`src/rtl/intra_nb_ram_arb.sv`:
```
`default_nettype none
// ============================================================================
// Module   : intra_nb_ram_arb
// Purpose  : Arbiter and sequencer for the single-port intra neighbour
//            line-buffer RAM (4096 x 32). It serves one posted write
//            requester, which is the reconstructed bottom-row writeback,
//            through a small write FIFO. It also serves two read requesters:
//            port 0 is the intra neighbour fetch and port 1 is the deblocking
//            top-row fetch. Reads are granted combinationally with
//            round-robin between the two ports. A buffered write that is
//            deferred too long is forced out to the RAM.
// Ports    : clk, reset_n (asynchronous, active-low)
//            wr_req/wr_addr/wr_data/wr_ready       - posted write push
//            rd_reqN/rd_addrN/rd_gntN/rd_validN    - read ports 0 and 1
//            rd_data                               - shared read return
//            ram_rd_n/ram_wr_n/ram_addr/ram_din    - RAM strobes, address, data
//            ram_dout                              - RAM read data (T+1)
//            wfifo_empty                           - no writes buffered
// Options  : NB_ARB_FWD_EN - a read that hits a buffered write is served from
//            the youngest matching FIFO entry. Without it, such a read stalls
//            until every matching entry has drained.
// Revision : 1.0 - initial release
// ============================================================================
module intra_nb_ram_arb #(
    parameter int WFIFO_DEPTH = 4,
    parameter int STARVE_MAX  = 8
) (
    input  logic        clk,
    input  logic        reset_n,
    input  logic        wr_req,
    input  logic [11:0] wr_addr,
    input  logic [31:0] wr_data,
    output logic        wr_ready,
    input  logic        rd_req0,
    input  logic [11:0] rd_addr0,
    input  logic        rd_req1,
    input  logic [11:0] rd_addr1,
    output logic        rd_gnt0,
    output logic        rd_gnt1,
    output logic        rd_valid0,
    output logic        rd_valid1,
    output logic [31:0] rd_data,
    output logic        ram_rd_n,
    output logic        ram_wr_n,
    output logic [11:0] ram_addr,
    output logic [31:0] ram_din,
    input  logic [31:0] ram_dout,
    output logic        wfifo_empty
);
    localparam int c_PTR_W = $clog2(WFIFO_DEPTH);
    localparam int c_CNT_W = $clog2(WFIFO_DEPTH + 1);
    localparam int c_STV_W = $clog2(STARVE_MAX + 1);
    localparam logic [c_CNT_W-1:0] c_FULL       = c_CNT_W'(WFIFO_DEPTH);
    localparam logic [c_STV_W-1:0] c_STARVE_MAX = c_STV_W'(STARVE_MAX);

    logic [11:0]            r_fifo_addr [WFIFO_DEPTH];
    logic [31:0]            r_fifo_data [WFIFO_DEPTH];
    logic [WFIFO_DEPTH-1:0] r_vld;
    logic [c_PTR_W-1:0]     r_wr_ptr;
    logic [c_PTR_W-1:0]     r_rd_ptr;
    logic [c_CNT_W-1:0]     r_count;
    logic [c_STV_W-1:0]     r_starve;
    logic                   r_last;     // last port granted (1 after reset)
    logic                   r_valid0;
    logic                   r_valid1;

    logic                   w_empty;
    logic                   w_force;
    logic                   w_push;
    logic                   w_haz0;
    logic                   w_haz1;
    logic                   w_elig0;
    logic                   w_elig1;
    logic                   w_gnt0;
    logic                   w_gnt1;
    logic                   w_gnt_fifo;
    logic                   w_ram_rd;
    logic                   w_drain;
    logic [WFIFO_DEPTH-1:0] w_hit0;
    logic [WFIFO_DEPTH-1:0] w_hit1;
    logic [WFIFO_DEPTH-1:0] w_vld_nxt;

    assign w_empty     = (r_count == '0);
    assign w_force     = (r_count == c_FULL) || (r_starve == c_STARVE_MAX);
    assign wr_ready    = (r_count != c_FULL);
    assign wfifo_empty = w_empty;
    assign w_push      = wr_req && wr_ready;

    // A read hits the FIFO when its address matches any occupied slot.
    for (genvar gi = 0; gi < WFIFO_DEPTH; gi++) begin : g_hazard
        assign w_hit0[gi] = r_vld[gi] && (r_fifo_addr[gi] == rd_addr0);
        assign w_hit1[gi] = r_vld[gi] && (r_fifo_addr[gi] == rd_addr1);
    end
    assign w_haz0 = |w_hit0;
    assign w_haz1 = |w_hit1;

`ifdef NB_ARB_FWD_EN
    // Hazarded reads are served from the FIFO, so they remain eligible even
    // while a forced drain owns the RAM.
    assign w_elig0    = reset_n && rd_req0 && (!w_force || w_haz0);
    assign w_elig1    = reset_n && rd_req1 && (!w_force || w_haz1);
    assign w_gnt_fifo = (w_gnt0 && w_haz0) || (w_gnt1 && w_haz1);
`else
    assign w_elig0    = reset_n && rd_req0 && !w_haz0 && !w_force;
    assign w_elig1    = reset_n && rd_req1 && !w_haz1 && !w_force;
    assign w_gnt_fifo = 1'b0;
`endif

    // On a tie, the port that was not granted last wins.
    assign w_gnt0   = w_elig0 && (!w_elig1 || r_last);
    assign w_gnt1   = w_elig1 && !w_gnt0;
    assign w_ram_rd = (w_gnt0 || w_gnt1) && !w_gnt_fifo;
    // The RAM slot goes to the FIFO head whenever a RAM read does not use it.
    // This covers forced drains, idle reads and forwarded reads.
    assign w_drain  = !w_empty && !w_ram_rd;

    assign rd_gnt0  = w_gnt0;
    assign rd_gnt1  = w_gnt1;
    assign ram_rd_n = !w_ram_rd;
    assign ram_wr_n = !w_drain;
    assign ram_addr = w_drain  ? r_fifo_addr[r_rd_ptr] :
                      w_ram_rd ? (w_gnt0 ? rd_addr0 : rd_addr1) : 12'h000;
    assign ram_din  = w_drain ? r_fifo_data[r_rd_ptr] : 32'h0000_0000;

    always_comb begin
        w_vld_nxt = r_vld;
        if (w_drain) w_vld_nxt[r_rd_ptr] = 1'b0;
        if (w_push)  w_vld_nxt[r_wr_ptr] = 1'b1;
    end

    // Write FIFO storage needs no reset; the valid bits qualify it.
    always_ff @(posedge clk) begin
        if (w_push) begin
            r_fifo_addr[r_wr_ptr] <= wr_addr;
            r_fifo_data[r_wr_ptr] <= wr_data;
        end
    end

    always_ff @(posedge clk or negedge reset_n) begin
        if (!reset_n) begin
            r_wr_ptr <= '0;
            r_rd_ptr <= '0;
            r_count  <= '0;
            r_vld    <= '0;
            r_starve <= '0;
            r_last   <= 1'b1;
            r_valid0 <= 1'b0;
            r_valid1 <= 1'b0;
        end else begin
            if (w_push)  r_wr_ptr <= r_wr_ptr + c_PTR_W'(1);
            if (w_drain) r_rd_ptr <= r_rd_ptr + c_PTR_W'(1);
            r_vld   <= w_vld_nxt;
            r_count <= r_count + c_CNT_W'(w_push) - c_CNT_W'(w_drain);
            if (w_drain || w_empty) begin
                r_starve <= '0;
            end else if (r_starve != c_STARVE_MAX) begin
                r_starve <= r_starve + c_STV_W'(1);
            end
            if (w_gnt0 || w_gnt1) r_last <= w_gnt1;
            r_valid0 <= w_gnt0;
            r_valid1 <= w_gnt1;
        end
    end

    assign rd_valid0 = r_valid0;
    assign rd_valid1 = r_valid1;

`ifdef NB_ARB_FWD_EN
    logic [31:0] w_fwd_data0;
    logic [31:0] w_fwd_data1;
    logic [31:0] r_fwd_data;
    logic        r_fwd_sel;

    // Walk the FIFO from oldest to youngest so the youngest match wins.
    always_comb begin : p_fwd
        logic [c_PTR_W-1:0] v_idx;
        v_idx       = '0;
        w_fwd_data0 = '0;
        w_fwd_data1 = '0;
        for (int k = 0; k < WFIFO_DEPTH; k++) begin
            v_idx = r_rd_ptr + c_PTR_W'(k);
            if (w_hit0[v_idx]) w_fwd_data0 = r_fifo_data[v_idx];
            if (w_hit1[v_idx]) w_fwd_data1 = r_fifo_data[v_idx];
        end
    end

    always_ff @(posedge clk or negedge reset_n) begin
        if (!reset_n) begin
            r_fwd_sel  <= 1'b0;
            r_fwd_data <= '0;
        end else begin
            r_fwd_sel <= w_gnt_fifo;
            if (w_gnt_fifo) r_fwd_data <= w_gnt0 ? w_fwd_data0 : w_fwd_data1;
        end
    end

    assign rd_data = !(r_valid0 || r_valid1) ? 32'h0000_0000 :
                     r_fwd_sel ? r_fwd_data : ram_dout;
`else
    assign rd_data = (r_valid0 || r_valid1) ? ram_dout : 32'h0000_0000;
`endif

endmodule
`default_nettype wire

```
`config.mk`:
```
export PLATFORM = sky130hd
export DESIGN_NAME = intra_nb_ram_arb
export DESIGN_NICKNAME = d
export VERILOG_FILES = /design/src/rtl/intra_nb_ram_arb.sv
export SDC_FILE = /design/constraint.sdc
export NUM_CORES = 1
export LEC_CHECK = 0
export BUFFER_PORTS_ARGS = -buffer_cell sky130_fd_sc_hd__buf_2
export CAP_MARGIN = 20
export CORE_MARGIN = 2
export CORE_UTILIZATION = 50
export DETAILED_ROUTE_END_ITERATION = 16
export PLACE_DENSITY_LB_ADDON = 0.25
export SLEW_MARGIN = 10
export SYNTH_ARGS = -nofsm -noshare
export SYNTH_HDL_FRONTEND = slang
export SYNTH_SLANG_ARGS = --single-unit
```
`constraint.sdc`:
```
create_clock -name clk -period 4.5 [get_ports clk]
set_input_delay 0.45 -clock clk [delete_from_list [all_inputs] [get_ports clk]]
set_output_delay 0.45 -clock clk [all_outputs]
set_load 0.005 [all_outputs]
```
==> metrics.log <==
INFO  metric peakVddDrop = 0.000315 V
INFO  metric synth.area.top_cells = edfxtp_1 56%, mux4_2 10%, xnor2_1 9.4%
INFO  metric fillerInstances = 1438
INFO  metric cts-root-buf = clkbuf_16
INFO  metric fmax = 0.250 GHz
INFO  metric worstSetupStartpoint = r_starve[0]$_DFFE_PN0P_
INFO  metric slew_violations = 0
INFO  metric synth_enable_flop_cells = ~180
INFO  metric cts_buffers = 17
INFO  metric final.min_clock_period = 4.00 ns
INFO  metric dominant_register_cell_in_the_synthesized_netlist = edfxtp_1
INFO  metric nets = 914
INFO  metric drtAntennaViolNets = 0
INFO  metric first_global_vias = 6092
INFO  metric synth.most_common_cell = edfxtp_1
INFO  metric power.switching = 2.09 mW
INFO  metric timing_hold_violations_final = 0
INFO  metric drt_first_pass_iters = 4
INFO  metric global_route.usage.total = 22.7%
INFO  metric clk_path_buf_depth = 2
INFO  metric route.detailed.vias_per_inst = 5.65
INFO  metric intPower = about 4.2 mW
INFO  metric grt-ovfl-total = 0
INFO  metric post_synth_inst_count = 629
INFO  metric routedWlPerCell = 21.4 um
INFO  metric detailedRoute.firstIterationViolations = 383
INFO  metric synth_nets = 746
INFO  metric finalHoldWorstSlack = about 0.22 ns
INFO  metric outcome = completed
INFO  metric reg2reg_depth = 12
INFO  metric areaGrowthSynthToFinish = 17.4%
INFO  metric tritoncts_num_sinks = between 150 and 200
INFO  metric initial_utilization = between 50% and 60%
INFO  metric synth.cell_area = 0.00949 mm^2
INFO  metric sequential_share_of_the_synthesized_area = 60.4%
INFO  metric boundaryPins = 189
INFO  metric yosys_warn_count = 0
INFO  metric max_cap_viol_count = 0
INFO  metric synthDominantAreaCellType = edfxtp_1
INFO  metric timing.setup.tns = 0 ns
INFO  metric setup_viol = 0
INFO  metric tritoncts = built
INFO  metric die_area = between 0.02 and 0.025 mm^2
INFO  metric yosys.cell_types.count = 41
INFO  metric routed_wl = ~22000 um
INFO  metric fin_worst_skew = 0.00840 ns
INFO  metric detailroute.via_count = 5915
INFO  metric timing.final.crit_share = 88.8%
INFO  metric core_area = 0.0186 mm^2
INFO  metric crit_path_max_incr_delay = 0.55 ns
INFO  metric hpwl = 15500 um
INFO  metric yosys.area.top_type_share = between 50% and 60%
INFO  metric rsz0062_at_grt = false
INFO  metric cp.required = 4.05 ns
INFO  metric power.switching_fraction = between 30% and 40%
INFO  metric worst_setup_path_end_kind = output port
INFO  metric max-slew-margin-rel = between 30% and 40%
INFO  metric yosys-top-cells-count = 176 x edfxtp_1, 102 x xnor2_1, 64 x nor2b_1, 44 x mux4_2, 37 x inv_1
INFO  metric worst_pin_slew = ~1.0 ns
INFO  metric postSynthAreaPerCell = 15.1 um^2
INFO  metric critPathCapture = ram_addr[0]
INFO  metric timing.critical_path.from_type = flop
INFO  metric power.combinational.fraction = 33.0%
INFO  metric power-per-cell-area = 564 mW/mm^2
INFO  metric row_count = 50
INFO  metric routabilityCongestion = ~0.92
INFO  metric cts.reportedPaths.clkPinSlew = 0.07 ns
INFO  metric grt_max_degree = 49
INFO  metric post_cts_resize_count = 0
INFO  metric ys_ff_latch = 194
INFO  metric drive_gt1_share = 37.0%
INFO  metric worst-setup-path-type = reg2out
INFO  metric critical_path.reg2reg.endpoint = r_count[2]$_DFF_PN0_
INFO  metric share_seq_of_total_power = 43.9%
INFO  metric buffer_ports.inserted = 188
INFO  metric synth-async-reset-ratio = 9.28%
INFO  metric grt_first_pass_wirelength = approximately 34000 um
INFO  metric holdCritPathClass = in2reg
INFO  metric path_common_cell = nand2_1
INFO  metric fp.dieW = 142 um
INFO  metric startpoint_of_the_worst_register_to_register_path = r_starve[0]$_DFFE_PN0P_
INFO  metric htree_levels = 4
INFO  metric static-leakage-power = 4.11 nW
INFO  metric critical_path_arrival = approximately 3.6 ns
INFO  metric worstPathMaxFanout = 18
INFO  metric grt_antenna_before_repair = 4
INFO  metric detail_route.drc_violations = 0
INFO  metric clk-insertion-delay-late = 0.43 ns
INFO  metric die_y = 142 um
INFO  metric power_frac_clock = 23.1%
INFO  metric worst_r2r_setup_slack = 1.02 ns
INFO  metric critical_path.cell_chain = inv_1 > ha_1 > nand2_1 > o211a_1 > nand2_1 > or2_2 > o221ai_4 > buf_4 > o221ai_1 > buf_2
INFO  metric slowest_stage = o221ai_4
## cells by family (layout without fill, tap and decap cells)
family          after synthesis  in the layout  share of synthesized area, %
compound gates               34             34                          3.68
xor+xnor                    103            103                          9.50
fa+ha+maj                    12             12                          1.66
buf+inv                      89            270                          4.49
flops                       194            194                          60.4
mux                          47             47                          10.8
other cells                   0              3                             0
simple gates                150            150                          9.46
## state kept, by name (all words and copies together) (netlist names)
| name | flops |
|---|---|
| r_count | 3 |
| rd_valid1 | 1 |
| r_rd_ptr | 2 |
| r_fifo_data | 128 |
| r_vld | 4 |
| r_wr_ptr | 2 |
| r_last | 1 |
| rd_valid0 | 1 |
| r_starve | 4 |
| r_fifo_addr | 48 |
## layer usage
layer	wire length [um]	part of all wire [%]	vias up	track usage, %
met2	11400	51	258	39.0
met4	316	1.4	4	7.68
met3	1660	7.4	29	6.14
met1	9020	40	2972	27.9
li1	-	-	2652	-
met5	30	0.13	-	0
## power by group through the flow
stage / Sequential [mW] / Clock, mW / Combinational, mW
detailed placement: 2.81 / 0 / 2.10
finish: 2.76 / 1.45 / 2.07
CTS: 2.77 / 1.48 / 2.11
floorplan: 2.56 / 0 / 1.55
global placement: 2.78 / 0 / 2.06
global route: 2.82 / 1.54 / 2.27
## cell type report
cell class                 instances  area [um^2]  share of cell area, %
antenna                            3         7.51                 0.0674
clock buffer                      18          429                   3.85
clock inverter                    14          145                   1.30
inverter                          37          139                   1.25
multi-input combinational        346         3340                   30.0
sequential                       194         5740                   51.5
tap                              234          293                   2.63
timing repair buffer             201         1040                   9.37
## worst min path at each step
stage                     slack (ns)  cells past startpoint         from                           end
after floorplan                 0.15                      0      reset_n          r_count[0]$_DFF_PN0_
after global placement          0.44                      2      reset_n       r_starve[3]$_DFFE_PN0P_
after detailed placement        0.45                      2      reset_n           rd_valid1$_DFF_PN0_
after CTS                       0.21                      1   wr_data[7]   r_fifo_data[0][7]$_DFFE_PP_
after global routing            0.21                      1  wr_data[17]  r_fifo_data[3][17]$_DFFE_PP_
final                           0.22                      1   wr_data[1]   r_fifo_data[3][1]$_DFFE_PP_
## layout by cell type, fill, tap and decap left out, types with 3 or more instances in the layout
| cell | netlist | layout |
|---|---|---|
| a41oi_1 | 4 | 4 |
| buf_2 | 17 | 188 |
| buf_4 | 13 | 11 |
| clkbuf_16 | 0 | 17 |
| clkinv_4 | 0 | 4 |
| dfrtp_1 | 17 | 15 |
| diode_2 | 0 | 3 |
| edfxtp_1 | 176 | 176 |
| ha_1 | 11 | 11 |
| inv_1 | 37 | 33 |
| inv_2 | 0 | 4 |
| inv_8 | 0 | 4 |
| mux4_2 | 44 | 44 |
| nand2_1 | 18 | 18 |
| nand3_1 | 9 | 9 |
| nand4_1 | 16 | 16 |
| nor2_1 | 9 | 8 |
| nor2b_1 | 64 | 64 |
| nor3_1 | 5 | 5 |
| nor3b_1 | 12 | 12 |
| nor4_1 | 5 | 5 |
| o211ai_1 | 12 | 12 |
| o221ai_2 | 11 | 10 |
| or3_1 | 4 | 4 |
| xnor2_1 | 102 | 102 |
## per-stage QoR
stage / setup WS [ns] / util, % / cell area (um^2) / cells / power [mW]
2_1_floorplan: 1.74 / - / 9490 / 629 / 4.11
3_3_place_gp: 1.06 / 56.5 / 10500 / 1010 / 4.84
3_5_place_dp: 0.944 / 56.5 / 10500 / 1010 / 4.91
4_1_cts: 0.462 / 59.7 / 11100 / 1043 / 6.35
5_1_grt: 0.343 / 59.7 / 11100 / 1044 / 6.62
6_report: 0.504 / 59.8 / 11100 / 1047 / 6.29
## timing repair
item	CTS	global route
hold endpoints to repair	17	0
hold buffers	1	0
endpoints found under the setup margin	0	0
buffers inserted	0	0
## worst max-delay path, delay by kind of cell (launching register included)
| family | cells | cell delay [ns] |
|---|---|---|
| AND/OR/NAND/NOR | 3 | 0.96 |
| AO/OA/AOI/OAI | 3 | 0.88 |
| buffers and inverters | 3 | 0.68 |
| flip-flops | 1 | 0.38 |
| adder cells (fa/ha/maj) | 1 | 0.19 |
Note: power is estimated with default switching activity, not from simulation.
